`src/rtl/wlan_interleaver_pp.sv`:
```
// wlan_interleaver_pp: 802.11a block (de)interleaver, 1 bit/clk, two-bank ping-pong buffer.
module wlan_interleaver_pp #(
  parameter int MAX_NCBPS = 288,
  parameter int ADDR_W    = 9
) (
  input  logic       clk,
  input  logic       rst,
  input  logic [1:0] mode_i,
  input  logic       deint_i,
  input  logic       in_valid_i,
  output logic       in_ready_o,
  input  logic       in_bit_i,
  output logic       out_valid_o,
  input  logic       out_ready_i,
  output logic       out_bit_o,
  output logic       out_last_o
);
  typedef logic [ADDR_W+1:0] wide_t;
  typedef enum logic [1:0] {EMPTY, FILL, FULL, DRAIN} bank_st_e;

  function automatic wide_t ncbps(input logic [1:0] m);
    return m == 2'd3 ? wide_t'(288) : wide_t'(48) << m;
  endfunction

  // floor(i/q) always equals k mod 16 because floor(k/16) < q.
  function automatic logic [ADDR_W-1:0] perm(input logic [1:0] m, input logic [ADDR_W-1:0] k);
    wide_t q, i, r;
    q = m == 2'd3 ? wide_t'(18) : wide_t'(3) << m;
    i = q * wide_t'(k[3:0]) + wide_t'(k >> 4);
    r = i + wide_t'(288) - wide_t'(k[3:0]);
    return ADDR_W'(m == 2'd3 ? wide_t'(3) * (i / wide_t'(3)) + r % wide_t'(3) :
                   m == 2'd2 ? {i[ADDR_W+1:1], i[0] ^ k[0]} : i);
  endfunction

  bank_st_e             st_q [2];
  logic [1:0]           mode_q [2];
  logic                 deint_q [2];
  logic [MAX_NCBPS-1:0] bank_q [2];
  logic                 wr_sel_q, rd_sel_q;
  logic [ADDR_W-1:0]    k_q, n_q;
  logic                 out_valid_q, out_bit_q, out_last_q;

  logic              wr_new, wr_deint, wr_acc, wr_last, rd_deint, rd_load, rd_last;
  logic [1:0]        wr_mode, rd_mode;
  logic [ADDR_W-1:0] wr_addr, rd_addr;

  // The first bit of a symbol uses the live mode inputs; later bits use the latched tag.
  assign wr_new     = st_q[wr_sel_q] == EMPTY;
  assign wr_mode    = wr_new ? mode_i : mode_q[wr_sel_q];
  assign wr_deint   = wr_new ? deint_i : deint_q[wr_sel_q];
  assign in_ready_o = !rst && (wr_new || st_q[wr_sel_q] == FILL);
  assign wr_acc     = in_valid_i && in_ready_o;
  assign wr_last    = wide_t'(k_q) == ncbps(wr_mode) - wide_t'(1);
  assign wr_addr    = wr_deint ? k_q : perm(wr_mode, k_q);
  assign rd_mode    = mode_q[rd_sel_q];
  assign rd_deint   = deint_q[rd_sel_q];
  assign rd_load    = (st_q[rd_sel_q] == FULL || st_q[rd_sel_q] == DRAIN) && (!out_valid_q || out_ready_i);
  assign rd_last    = wide_t'(n_q) == ncbps(rd_mode) - wide_t'(1);
  assign rd_addr    = rd_deint ? perm(rd_mode, n_q) : n_q;

  assign out_valid_o = out_valid_q;
  assign out_bit_o   = out_bit_q;
  assign out_last_o  = out_last_q;

  always_ff @(posedge clk or posedge rst) begin
    if (rst) begin
      st_q        <= '{EMPTY, EMPTY};
      mode_q      <= '{2'd0, 2'd0};
      deint_q     <= '{1'b0, 1'b0};
      wr_sel_q    <= 1'b0;
      rd_sel_q    <= 1'b0;
      k_q         <= '0;
      n_q         <= '0;
      out_valid_q <= 1'b0;
      out_bit_q   <= 1'b0;
      out_last_q  <= 1'b0;
    end else begin
      if (wr_acc) begin
        if (wr_new) begin
          mode_q[wr_sel_q]  <= mode_i;
          deint_q[wr_sel_q] <= deint_i;
        end
        st_q[wr_sel_q] <= wr_last ? FULL : FILL;
        k_q            <= wr_last ? '0 : k_q + 1'b1;
        wr_sel_q       <= wr_sel_q ^ wr_last;
      end
      if (rd_load) begin
        out_valid_q    <= 1'b1;
        out_bit_q      <= bank_q[rd_sel_q][rd_addr];
        out_last_q     <= rd_last;
        st_q[rd_sel_q] <= rd_last ? EMPTY : DRAIN;
        n_q            <= rd_last ? '0 : n_q + 1'b1;
        rd_sel_q       <= rd_sel_q ^ rd_last;
      end else if (out_ready_i) begin
        out_valid_q <= 1'b0;
      end
    end
  end

  always_ff @(posedge clk)
    if (wr_acc) bank_q[wr_sel_q][wr_addr] <= in_bit_i;
endmodule

```
`config.mk`:
```
export PLATFORM = sky130hd
export DESIGN_NAME = wlan_interleaver_pp
export DESIGN_NICKNAME = d
export VERILOG_FILES = /design/src/rtl/wlan_interleaver_pp.sv
export SDC_FILE = /design/constraint.sdc
export NUM_CORES = 1
export LEC_CHECK = 0
export ABC_AREA = 1
export CORE_ASPECT_RATIO = 0.5
export CORE_MARGIN = 2
export CORE_UTILIZATION = 55
export CTS_BUF_LIST = sky130_fd_sc_hd__clkbuf_8
export DETAILED_ROUTE_END_ITERATION = 7
export PLACE_DENSITY = 0.72
export SYNTH_ARGS = -nofsm -noshare
export SYNTH_HDL_FRONTEND = slang
export SYNTH_SLANG_ARGS = --single-unit
```
`constraint.sdc`:
```
create_clock -name clk -period 33.1 [get_ports clk]
set_clock_uncertainty 0.2 [all_clocks]
set_input_delay 9.93 -clock clk [delete_from_list [all_inputs] [get_ports clk]]
set_output_delay 9.93 -clock clk [all_outputs]
set_load 0.03 [all_outputs]
```
==> results.py <==
metrics = {
    "status": {
        "status": "finished clean",
    },
    "grt": {
        "antenna_found_initial": 4,
        "grt_pass1_vias": 27969,
        "grt_first_pass_wirelength_mm": 148,
        "grt-ovfl-total": 0,
        "grt.total_usage_pct": 28.1,
        "grt_max_degree": 285,
    },
    "synthesis": {
        "synthTopCellsByCount": "nor2_1 (890), edfxtp_1 (576), nand2_1 (432)",
        "synth_edf_count": 576,
        "ys_seq_area_share_pct": 50.4,
        "ys_warn_count": 0,
        "synth_cells": 4016,
        "synth-main-ff-cell": "edfxtp_1",
        "yosys.area.top_type": "edfxtp_1",
        "synth.top_cell.area_share_pct": 48.1,
        "synthDistinctLibCells": 60,
        "synthArstFlopShare_pct": 5.42,
        "netlist_area_mm2": 0.0360,
        "synth_nets": 4166,
        "synth_area_leaders": "edfxtp_1 (48%), nor2_1 (9.3%), nand3_1 (5.4%), nand2_1 (4.5%), o21ai_0 (4.5%)",
        "synth_most_common_cell": "nor2_1",
        "ys_seq_elements": 609,
        "postSynthAreaPerCell_um2": 8.96,
    },
    "critical_path": {
        "startpoint_type": "input port",
        "cpMostUsedCell": "nand2_1",
        "critPathMaxFanout": 65,
        "critPathTopFamily": "simple AND/OR/NAND/NOR gates",
        "cp.required_ns": 33.27,
        "path_class": "input port to flop",
        "crit_buf_inv": 12,
        "critPathMaxStageDelay_ns": 1.03,
        "arrival_ns": 23.49,
        "critPathSlowestCell": "nand3_1",
        "worstSetupEndpointType": "flop",
    },
    "clock_network": {
        "cts_resized": 0,
        "cts_setup_buffers": 0,
        "htreeDepth": 3,
        "cts_hold_buf": 0,
        "cts_max_path_buffers": 3,
        "clk_latency_ns": 0.71,
        "cts-root-buf": "clkbuf_8",
        "cts_made_buffers": 92,
        "clk_pin_slew_ns": 0.07,
        "clock_sinks": 609,
        "cts_tree": "built",
    },
    "routing": {
        "finalWirelength_mm": 94.4,
        "top_layer": "met4",
        "wl_met1_mm": 39.1,
        "drtAntennaViolNets": 0,
        "drt_iter0_drc": 3562,
        "routed-wl-met3_mm": 9.81,
        "met2_wirelength_mm": 42.9,
        "vias": 29309,
        "drcViolationCount": 0,
        "dr.pass1.iters": 8,
        "wl_per_cell_um": 19.4,
        "viasPerCell": 6.03,
    },
    "sta": {
        "slew_viol_final": 0,
        "fin_ws_ns": 9.78,
        "setup_tns_ns": 0,
        "fin_crit_ns": 23.32,
        "tightest_slew_ns": 1.26,
        "post-route-period-util_pct": 70.4,
        "fmax_mhz": 42.9,
        "hold_viol_final": 0,
        "report.final.setup_viol": 0,
        "relSlewSlack_pct": 15.9,
        "rsz0062_at_grt": "no",
    },
    "worst_hold_path": {
        "worstHoldPathType": "flop to flop",
    },
    "floorplanning": {
        "start_util_pct": 55.5,
        "core_mm2": 0.0648,
        "die_h_um": 185,
        "row_count": 66,
        "die_w_um": 366,
        "dieArea_mm2": 0.0676,
        "ios": 12,
    },
    "placed_design": {
        "place_hpwl_mm": 54.3,
        "place_inst": 4690,
        "dp_slack_ns": 9.13,
        "port-buffer-count": 11,
        "finalWeightedCongestion": 0.861,
    },
    "finish": {
        "layout.nets": 4050,
        "fillers": 5537,
        "multi_input_area_mm2": 0.0156,
        "ff_latch_area_mm2": 0.0181,
        "drive_gt1_share_pct": 8.87,
        "stdcell_count": 4857,
        "area_growth_pct": 6.42,
    },
    "run": {
        "max_cap_viol_count": 0,
    },
}
## sequential cells by signal (all words and copies together), names as in the netlist
| signal | count |
|---|---|
| bank_q | 576 |
| deint_q | 2 |
| out_last_o | 1 |
| k_q | 9 |
| mode_q | 4 |
| n_q | 9 |
| wr_sel_q | 1 |
| st_q | 4 |
| rd_sel_q | 1 |
| out_bit_o | 1 |
| out_valid_o | 1 |
## cell families after synthesis
| kind of cell | synth area share, % |
|---|---|
| mux | 0.167 |
| compound gates | 11.2 |
| xor+xnor | 0.877 |
| buf+inv | 6.55 |
| simple gates | 25.0 |
| fa+ha+maj | 5.73 |
| flops | 50.4 |
## placed cells by master, fill, tap and decap left out, types with 38 or more instances in the layout
| master | instances |
|---|---|
| nor2_1 | 878 |
| edfxtp_1 | 576 |
| nand2_1 | 431 |
| nand3_1 | 389 |
| inv_1 | 343 |
| o21ai_0 | 323 |
| o221ai_1 | 129 |
| ha_1 | 104 |
| clkbuf_8 | 101 |
| nor3_1 | 75 |
| nand3_2 | 75 |
| a21oi_1 | 66 |
| buf_4 | 42 |
| fa_1 | 38 |
## per-layer routing
metal  GRT usage, %  vias up
met5              0        -
met4           8.97        0
met3           5.55      182
met2           45.1     1311
met1           38.5    14087
li1               -    13729
## area by class of cell
class                      count  area share (%)
tap                          884            2.89
timing repair buffer          55            1.23
inverter                     328            3.26
clock inverter                63           0.837
multi-input combinational   2814            40.8
clock buffer                 101            3.63
antenna                        3          0.0196
sequential                   609            47.4
## path summary, 6_finish.rpt
| path | endpoint | depth (start not counted) | startpoint | slack (ns) |
|---|---|---|---|---|
| max in group asynchronous | wr_sel_q | 3 | rst | 22.85 |
| worst min-delay path | mode_q[0] | 2 | mode_q[0] | 0.29 |
| worst max register to register | bank_q[0][258] | 68 | wr_sel_q | 18.25 |
| worst max-delay path | bank_q[0][258] | 67 | mode_i[0] | 9.78 |
| min in group asynchronous | out_valid_o | 3 | rst | 9.48 |
| worst min register to register | mode_q[0] | 2 | mode_q[0] | 0.29 |
## stage by stage
stage	hold slack, ns	area (µm²)	util [%]
after global placement	0.265	36600	56.4
after CTS	0.291	38300	59.0
after floorplan	0.253	36000	-
after global routing	0.317	38300	59.0
after detailed placement	0.274	36600	56.4
final	0.290	38300	59.0
## tightest hold or removal path, stage by stage, from the launching register on
cell	delay, ns
dfrtp_1	0.34
nand2_1	0.05
o21ai_0	0.06
Power is left out: the tool's default activity adds up to more than one toggle a clock period on the data nets, which glitch-free logic cannot reach.
